File: src/rtl/fetch_stage_pkg.sv
// Shared fetch-stage definitions: reset/exception constants, next-PC select encoding, IF/ID payload.
package fetch_stage_pkg;

    localparam int unsigned XLEN = 32;

    localparam logic [XLEN-1:0] RESET_PC   = 32'h0000_0000;
    localparam logic [XLEN-1:0] EXC_VECTOR = 32'h8000_0180;
    localparam logic [XLEN-1:0] NOP_INST   = 32'h0000_0000;

    typedef enum logic [2:0] {
        NPC_SEQ  = 3'd0,
        NPC_JUMP = 3'd1,
        NPC_BR   = 3'd2,
        NPC_EXC  = 3'd3,
        NPC_HOLD = 3'd4
    } npc_sel_e;

    typedef struct packed {
        logic [XLEN-1:0] inst;
        logic [XLEN-1:0] pc4;
        logic            valid;
    } if_id_t;

    // Redirect targets are word addresses; low two bits are dropped.
    function automatic logic [XLEN-1:0] align_word(input logic [XLEN-1:0] addr);
        return addr & ~XLEN'(3);
    endfunction

endpackage

File: src/rtl/fetch_stage_if.sv
// Instruction-memory read port between the fetch stage (master) and the memory (slave).
interface fetch_stage_if;
    import fetch_stage_pkg::*;

    logic [XLEN-1:0] imem_addr;
    logic [XLEN-1:0] imem_rdata;

    modport master (output imem_addr, input  imem_rdata);
    modport slave  (input  imem_addr, output imem_rdata);
endinterface

File: src/rtl/fetch_stage_if_id_reg.sv
// IF/ID pipeline register: flush loads a bubble, stall holds, otherwise captures the fetched word.
module if_id_reg
    import fetch_stage_pkg::*;
#(
    parameter logic [31:0] NOP_WORD = 32'h0000_0000
) (
    input  logic            clk,
    input  logic            reset,
    input  logic            stall_i,
    input  logic            flush_i,
    input  logic [XLEN-1:0] inst_i,
    input  logic [XLEN-1:0] pc4_i,
    output if_id_t          if_id_o
);

    if_id_t if_id_q, if_id_d;

    always_comb begin
        if_id_d = if_id_q;
        if (flush_i) begin
            if_id_d.inst  = NOP_WORD;
            if_id_d.valid = 1'b0;
        end else if (!stall_i) begin
            if_id_d.inst  = inst_i;
            if_id_d.pc4   = pc4_i;
            if_id_d.valid = 1'b1;
        end
    end

    always_ff @(posedge clk) begin
        if (reset) begin
            if_id_q.inst  <= NOP_WORD;
            if_id_q.pc4   <= '0;
            if_id_q.valid <= 1'b0;
        end else begin
            if_id_q <= if_id_d;
        end
    end

    assign if_id_o = if_id_q;

endmodule

File: src/rtl/fetch_stage.sv
// IF stage: PC register, prioritised next-PC mux, IF/ID register and optional perf counters.
// Optional feature macro: FETCH_PERF_CNT_EN (stall/flush cycle counters).
module fetch_stage #(
    parameter logic [31:0] RESET_PC   = fetch_stage_pkg::RESET_PC,
    parameter logic [31:0] EXC_VECTOR = fetch_stage_pkg::EXC_VECTOR,
    parameter logic [31:0] NOP_INST   = fetch_stage_pkg::NOP_INST
) (
    input  logic                clk,
    input  logic                reset,
    input  logic                stall_i,
    input  logic                jump_en_i,
    input  logic [31:0]         jump_target_i,
    input  logic                br_taken_i,
    input  logic [31:0]         br_target_i,
    input  logic                exc_req_i,
    fetch_stage_if.master       imem,
    output logic [31:0]         pc_o,
    output logic [31:0]         if_id_inst_o,
    output logic [31:0]         if_id_pc4_o,
    output logic                if_id_valid_o,
    output logic [31:0]         perf_stall_cnt_o,
    output logic [31:0]         perf_flush_cnt_o
);
    import fetch_stage_pkg::*;

    logic [XLEN-1:0] pc_q, pc_d, pc_plus4;
    npc_sel_e        npc_sel;
    logic            flush;
    if_id_t          if_id;

    assign pc_plus4 = pc_q + XLEN'(4);
    assign flush    = exc_req_i | br_taken_i | jump_en_i;

    // Older redirects win; any redirect overrides a stall.
    always_comb begin
        npc_sel = NPC_SEQ;
        if (exc_req_i)       npc_sel = NPC_EXC;
        else if (br_taken_i) npc_sel = NPC_BR;
        else if (jump_en_i)  npc_sel = NPC_JUMP;
        else if (stall_i)    npc_sel = NPC_HOLD;
    end

    always_comb begin
        pc_d = pc_plus4;
        case (npc_sel)
            NPC_EXC:  pc_d = EXC_VECTOR;
            NPC_BR:   pc_d = align_word(br_target_i);
            NPC_JUMP: pc_d = align_word(jump_target_i);
            NPC_HOLD: pc_d = pc_q;
            default:  pc_d = pc_plus4;
        endcase
    end

    always_ff @(posedge clk) begin
        if (reset) pc_q <= RESET_PC;
        else       pc_q <= pc_d;
    end

    if_id_reg #(.NOP_WORD(NOP_INST)) u_if_id (
        .clk     (clk),
        .reset   (reset),
        .stall_i (stall_i),
        .flush_i (flush),
        .inst_i  (imem.imem_rdata),
        .pc4_i   (pc_plus4),
        .if_id_o (if_id)
    );

    assign imem.imem_addr = pc_q;
    assign pc_o           = pc_q;
    assign if_id_inst_o   = if_id.inst;
    assign if_id_pc4_o    = if_id.pc4;
    assign if_id_valid_o  = if_id.valid;

`ifdef FETCH_PERF_CNT_EN
    logic [31:0] stall_cnt_q, stall_cnt_d, flush_cnt_q, flush_cnt_d;

    always_comb begin
        stall_cnt_d = stall_cnt_q;
        flush_cnt_d = flush_cnt_q;
        if (npc_sel == NPC_HOLD) stall_cnt_d = stall_cnt_q + 32'd1;
        if (flush)               flush_cnt_d = flush_cnt_q + 32'd1;
    end

    always_ff @(posedge clk) begin
        if (reset) begin
            stall_cnt_q <= '0;
            flush_cnt_q <= '0;
        end else begin
            stall_cnt_q <= stall_cnt_d;
            flush_cnt_q <= flush_cnt_d;
        end
    end

    assign perf_stall_cnt_o = stall_cnt_q;
    assign perf_flush_cnt_o = flush_cnt_q;
`else
    assign perf_stall_cnt_o = 32'h0;
    assign perf_flush_cnt_o = 32'h0;
`endif

endmodule

File: src/flat_wrapper.sv
// flat-port wrapper written by rule: the top's interface ports become plain ports
module fetch_stage_flat import fetch_stage_pkg::*;
#(
    parameter logic [31:0] RESET_PC   = fetch_stage_pkg::RESET_PC,
    parameter logic [31:0] EXC_VECTOR = fetch_stage_pkg::EXC_VECTOR,
    parameter logic [31:0] NOP_INST   = fetch_stage_pkg::NOP_INST
)
  (clk, reset, stall_i, jump_en_i, jump_target_i, br_taken_i, br_target_i, exc_req_i, pc_o, if_id_inst_o, if_id_pc4_o, if_id_valid_o, perf_stall_cnt_o, perf_flush_cnt_o, imem_imem_addr, imem_imem_rdata);
  fetch_stage_if imem_i ();
  input  logic clk;
  input  logic reset;
  input  logic stall_i;
  input  logic jump_en_i;
  input  logic [31:0] jump_target_i;
  input  logic br_taken_i;
  input  logic [31:0] br_target_i;
  input  logic exc_req_i;
  output logic [31:0] pc_o;
  output logic [31:0] if_id_inst_o;
  output logic [31:0] if_id_pc4_o;
  output logic if_id_valid_o;
  output logic [31:0] perf_stall_cnt_o;
  output logic [31:0] perf_flush_cnt_o;
  output wire logic [$bits(imem_i.imem_addr)-1:0] imem_imem_addr;
  input wire logic [$bits(imem_i.imem_rdata)-1:0] imem_imem_rdata;
  assign imem_imem_addr = imem_i.imem_addr;
  assign imem_i.imem_rdata = imem_imem_rdata;
  fetch_stage #(.RESET_PC(RESET_PC), .EXC_VECTOR(EXC_VECTOR), .NOP_INST(NOP_INST)) u_core (.clk(clk), .reset(reset), .stall_i(stall_i), .jump_en_i(jump_en_i), .jump_target_i(jump_target_i), .br_taken_i(br_taken_i), .br_target_i(br_target_i), .exc_req_i(exc_req_i), .imem(imem_i), .pc_o(pc_o), .if_id_inst_o(if_id_inst_o), .if_id_pc4_o(if_id_pc4_o), .if_id_valid_o(if_id_valid_o), .perf_stall_cnt_o(perf_stall_cnt_o), .perf_flush_cnt_o(perf_flush_cnt_o));
endmodule
File: config.mk
export PLATFORM = sky130hd
export DESIGN_NAME = fetch_stage_flat
export DESIGN_NICKNAME = d
export VERILOG_FILES = /design/src/rtl/fetch_stage_pkg.sv /design/src/rtl/fetch_stage_if.sv /design/src/rtl/fetch_stage_if_id_reg.sv /design/src/rtl/fetch_stage.sv /design/src/flat_wrapper.sv
export SDC_FILE = /design/constraint.sdc
export NUM_CORES = 1
export LEC_CHECK = 0
export CAP_MARGIN = 25
export CORE_ASPECT_RATIO = 0.75
export CORE_MARGIN = 4
export CORE_UTILIZATION = 36
export DETAILED_ROUTE_END_ITERATION = 7
export PLACE_DENSITY = 0.83
export SYNTH_ARGS = -nofsm -noshare
export SYNTH_HDL_FRONTEND = slang
export SYNTH_SLANG_ARGS = --single-unit
File: constraint.sdc
create_clock -name clk -period 2.15 [get_ports clk]
set_input_delay 0.215 -clock clk [delete_from_list [all_inputs] [get_ports clk]]
set_output_delay 0.215 -clock clk [all_outputs]
set_load 0.01 [all_outputs]
==> summary.txt <==
Finish
  – Post-route cell area: about 8000 sq um
  – Final nets: 955
  – Layout overhead on the synthesized area: 48.24%
  – ANT cells: 0
  – Area taken by multi-input logic gates: around 2800 sq um
  – FF/Latch Area: 1867 sq um
  – Share of cells above drive strength 1: 0.1074
  – Fillers: ~1400
  – Util after Layout: 0.5454

Timing
  – Setup TNS: 0 ns
  – Slew Limit Fails: 0
  – Tmin final: 2.093 ns
  – Fmax: between 0.4 and 0.5 GHz
  – Final Hold Viols: 0
  – Final setup viols: 0
  – Period utilization: 0.9734
  – Tightest hold margin: 0.3457 ns
  – Fin Clk Skew: around 0.0067 ns

Route
  – Final WL: between 15 and 20 mm
  – Vias: roughly 4800
  – Drt pass-1 iters: 4
  – Routed vias/inst: roughly 4.6
  – DRC viols: 0
  – Routed WL per cell: between 15 and 20 microns
  – DRT iter0 DRCs: 190
  – Final ANT Viol Nets: 0

Critical path
  – Crit-path max FO: 17
  – Critical path data required time: between 2 and 2.5 ns
  – Crit path arrival time: 2.36 ns
  – CP endpoint kind: flop
  – Crit path kind: flop to flop
  – CP Launch Type: flop

Clock tree
  – Root Driver: clkbuf_16
  – Post-CTS Setup Repair Bufs: 0
  – CTS Sinks: slightly above 90
  – Maximum buffer depth of the clock tree: 2
  – Total CTS buffers: 9
  – Skew-Pair Late Insertion Delay: between 0.3 and 0.4 ns
  – Clk slew on worst S/H paths: 0.07 ns
  – Cts hold-fix bufs: 0
  – CTS resizes: 0
  – H-tree depth: 3
  – CTS tree: done

Synthesis
  – Synth Area per Inst: between 8 and 9 sq um
  – Post-synthesis sequential area ratio: 0.3501
  – Seq cells post-synth: 93
  – Cell Area, Synth: 5318 sq um
  – Synth unique cells: 46
  – Yosys warning count: 0
  – Prevailing post-synth register cell: dfxtp_1
  – Synth Instances: between 600 and 700
  – Asr flop ratio synth: 0
  – Number of flops mapped to enable cells by yosys: 0

Global route
  – Largest net degree at the start of global routing: 41
  – Initial antenna violation count: 0
  – GR Overflow Total: 0
  – First-pass GRT wire length: around 26 mm
  – GRT Util Overall: 0.1943
  – Number of global-route vias before repair: 4788

Place
  – Dpl cell area: between 7000 and 8000 sq um
  – Buffers on Ports: 220
  – Final GP Congestion: 0.8159
  – HPWL Detailed: 13.05 mm

Floorplanning
  – Row count: 38
  – Vert. Die Dim: around 110 microns
  – Core ar.: ~14000 sq um
  – Io pins: about 300
  – Die width: around 150 microns
  – Die area: 16800 sq um
  – Starting density of the core: 0.3679

Pwr
  – Sw frac: 0.2433
  – Logic pwr share: 0.179
  – Total power: around 4.6 mW
  – Worst vdd ir: between 0.0004 and 0.0005 V
  – Clock power frac: 0.425
  – Static Leak: roughly 2.9 nW
  – Sw power: between 1 and 1.5 mW
  – Power per Cell Area: 581.5 nW/um^2
  – Pint: roughly 3.5 mW
  – Share of power burned in registers: 0.395

Flow run
  – Max Cap Violations: 0

Outcome
  – Status: finished, final reports clean

Min path
  – Hold Path Class: input port to flop
## sequential cells by signal, summed over array words and instances, names as in the netlist
name / flops
u_core.u_if_id.if_id_o: 63
u_core.imem.imem_addr: 30
## area by class of cell
class                           count  share of cell area
Clock inverter                      6             0.01730
Tap cell                          200             0.03175
Timing Repair Buffer              265              0.3248
Inverter                           14            0.006667
Clock buffer                       10             0.02905
Multi-Input combinational cell    469              0.3537
Sequential cell                    93              0.2368
## final timing paths
check	from	end	slack, ns	cells after the start
setup / recovery	u_core.imem.imem_addr[2]	u_core.u_if_id.if_id_o[29]	0.06	7
hold / removal	reset	u_core.imem.imem_addr[8]	0.35	2
setup reg to reg	u_core.imem.imem_addr[2]	u_core.u_if_id.if_id_o[29]	0.06	7
hold reg to reg	u_core.u_if_id.if_id_o[4]	u_core.u_if_id.if_id_o[4]	0.46	2
## cell usage after synthesis (all sizes together) (3+ instances only)
master / count / area, sq um
nand4: 4 / 25.02
nand2: 41 / 153.9
clkbuf: 40 / 152.6
or3: 7 / 46.29
buf: 107 / 807.0
a21oi: 38 / 190.2
xor2: 13 / 113.9
nand2b: 4 / 25.02
inv: 14 / 52.55
o41ai: 3 / 26.28
mux2i: 35 / 350.3
o21ai: 8 / 40.04
dfxtp: 93 / 1862
or4: 3 / 22.52
nor2b: 4 / 25.02
a211oi: 33 / 257.7
nand3: 11 / 60.06
xnor2: 35 / 306.5
nand3b: 3 / 22.52
nor4: 14 / 87.58
nor3: 14 / 70.07
and3: 3 / 20.02
a311oi: 5 / 43.79
nor2: 93 / 349.1
o22ai: 14 / 87.58
## layout by cell type, fill, tap and decap left out, types with 3 or more instances in the layout
cell             count
or3_1                5
nor2_1              93
clkdlybuf4s50_1    216
nand4_1              4
nand2_1             41
a311oi_1             5
a211oi_2             4
nand3b_1             3
nand2b_1             3
nor4_1               7
mux2i_1             35
xnor2_1             35
bufinv_16            4
inv_1               14
xor2_1              13
conb_1              70
o22ai_1             14
buf_12               3
nor4_2               6
clkbuf_16            9
buf_4               43
nor3_1              12
nand3_1             10
a21oi_1             38
buf_2                3
nor2b_1              4
o41ai_1              3
o21ai_0              8
a211oi_1            29
dfxtp_1             91
## kinds of logic (layout without fill, tap and decap cells)
| kind of cell | after synthesis | after routing | share of synthesized area |
|---|---|---|---|
| buffers and inverters | 161 | 295 | 0.1904 |
| other | 1 | 70 | 0.0007052 |
| flip-flops | 93 | 93 | 0.3501 |
| adder cells (fa/ha/maj) | 1 | 1 | 0.002353 |
| multiplexers | 36 | 36 | 0.06800 |
| XOR/XNOR | 48 | 48 | 0.07906 |
| AO/OA/AOI/OAI | 107 | 107 | 0.1296 |
| AND/OR/NAND/NOR | 207 | 207 | 0.1798 |
## per-stage QoR
stage | worst slack, ns | cells
3_5_place_dp | 0.05299 | 1041
3_3_place_gp | 0.06505 | 1041
2_1_floorplan | 0.003428 | 723
5_1_grt | -0.06591 | 1057
6_report | 0.05722 | 1057
4_1_cts | 0.02548 | 1057
## critical path, stage by stage, from the launching register on
cell      delay [ns]
dfxtp_4         0.35
ha_2            0.18
nand3_2         0.11
or4_4           0.56
buf_12          0.17
nor4_2          0.29
xnor2_1         0.13
a211oi_2        0.21
## metal layers
metal / part of all wire / global-route usage / up-vias
li1: - / - / 2449
met1: 0.45 / 0.2643 / 2224
met2: 0.47 / 0.3174 / 158
met3: 0.073 / 0.05444 / 7
met4: 0.0064 / 0.02585 / 0
met5: 0 / 0 / -
## power groups by stage
stage	Clock (mW)	Sequential, mW	Combinational [mW]
final	1.95	1.81	0.823
after global routing	2.06	1.82	0.895
after CTS	1.98	1.81	0.824
after detailed placement	0	1.85	0.819
after global placement	0	1.85	0.812
after floorplan	0	1.89	0.456
No activity file was read; power rests on OpenSTA's default activity.
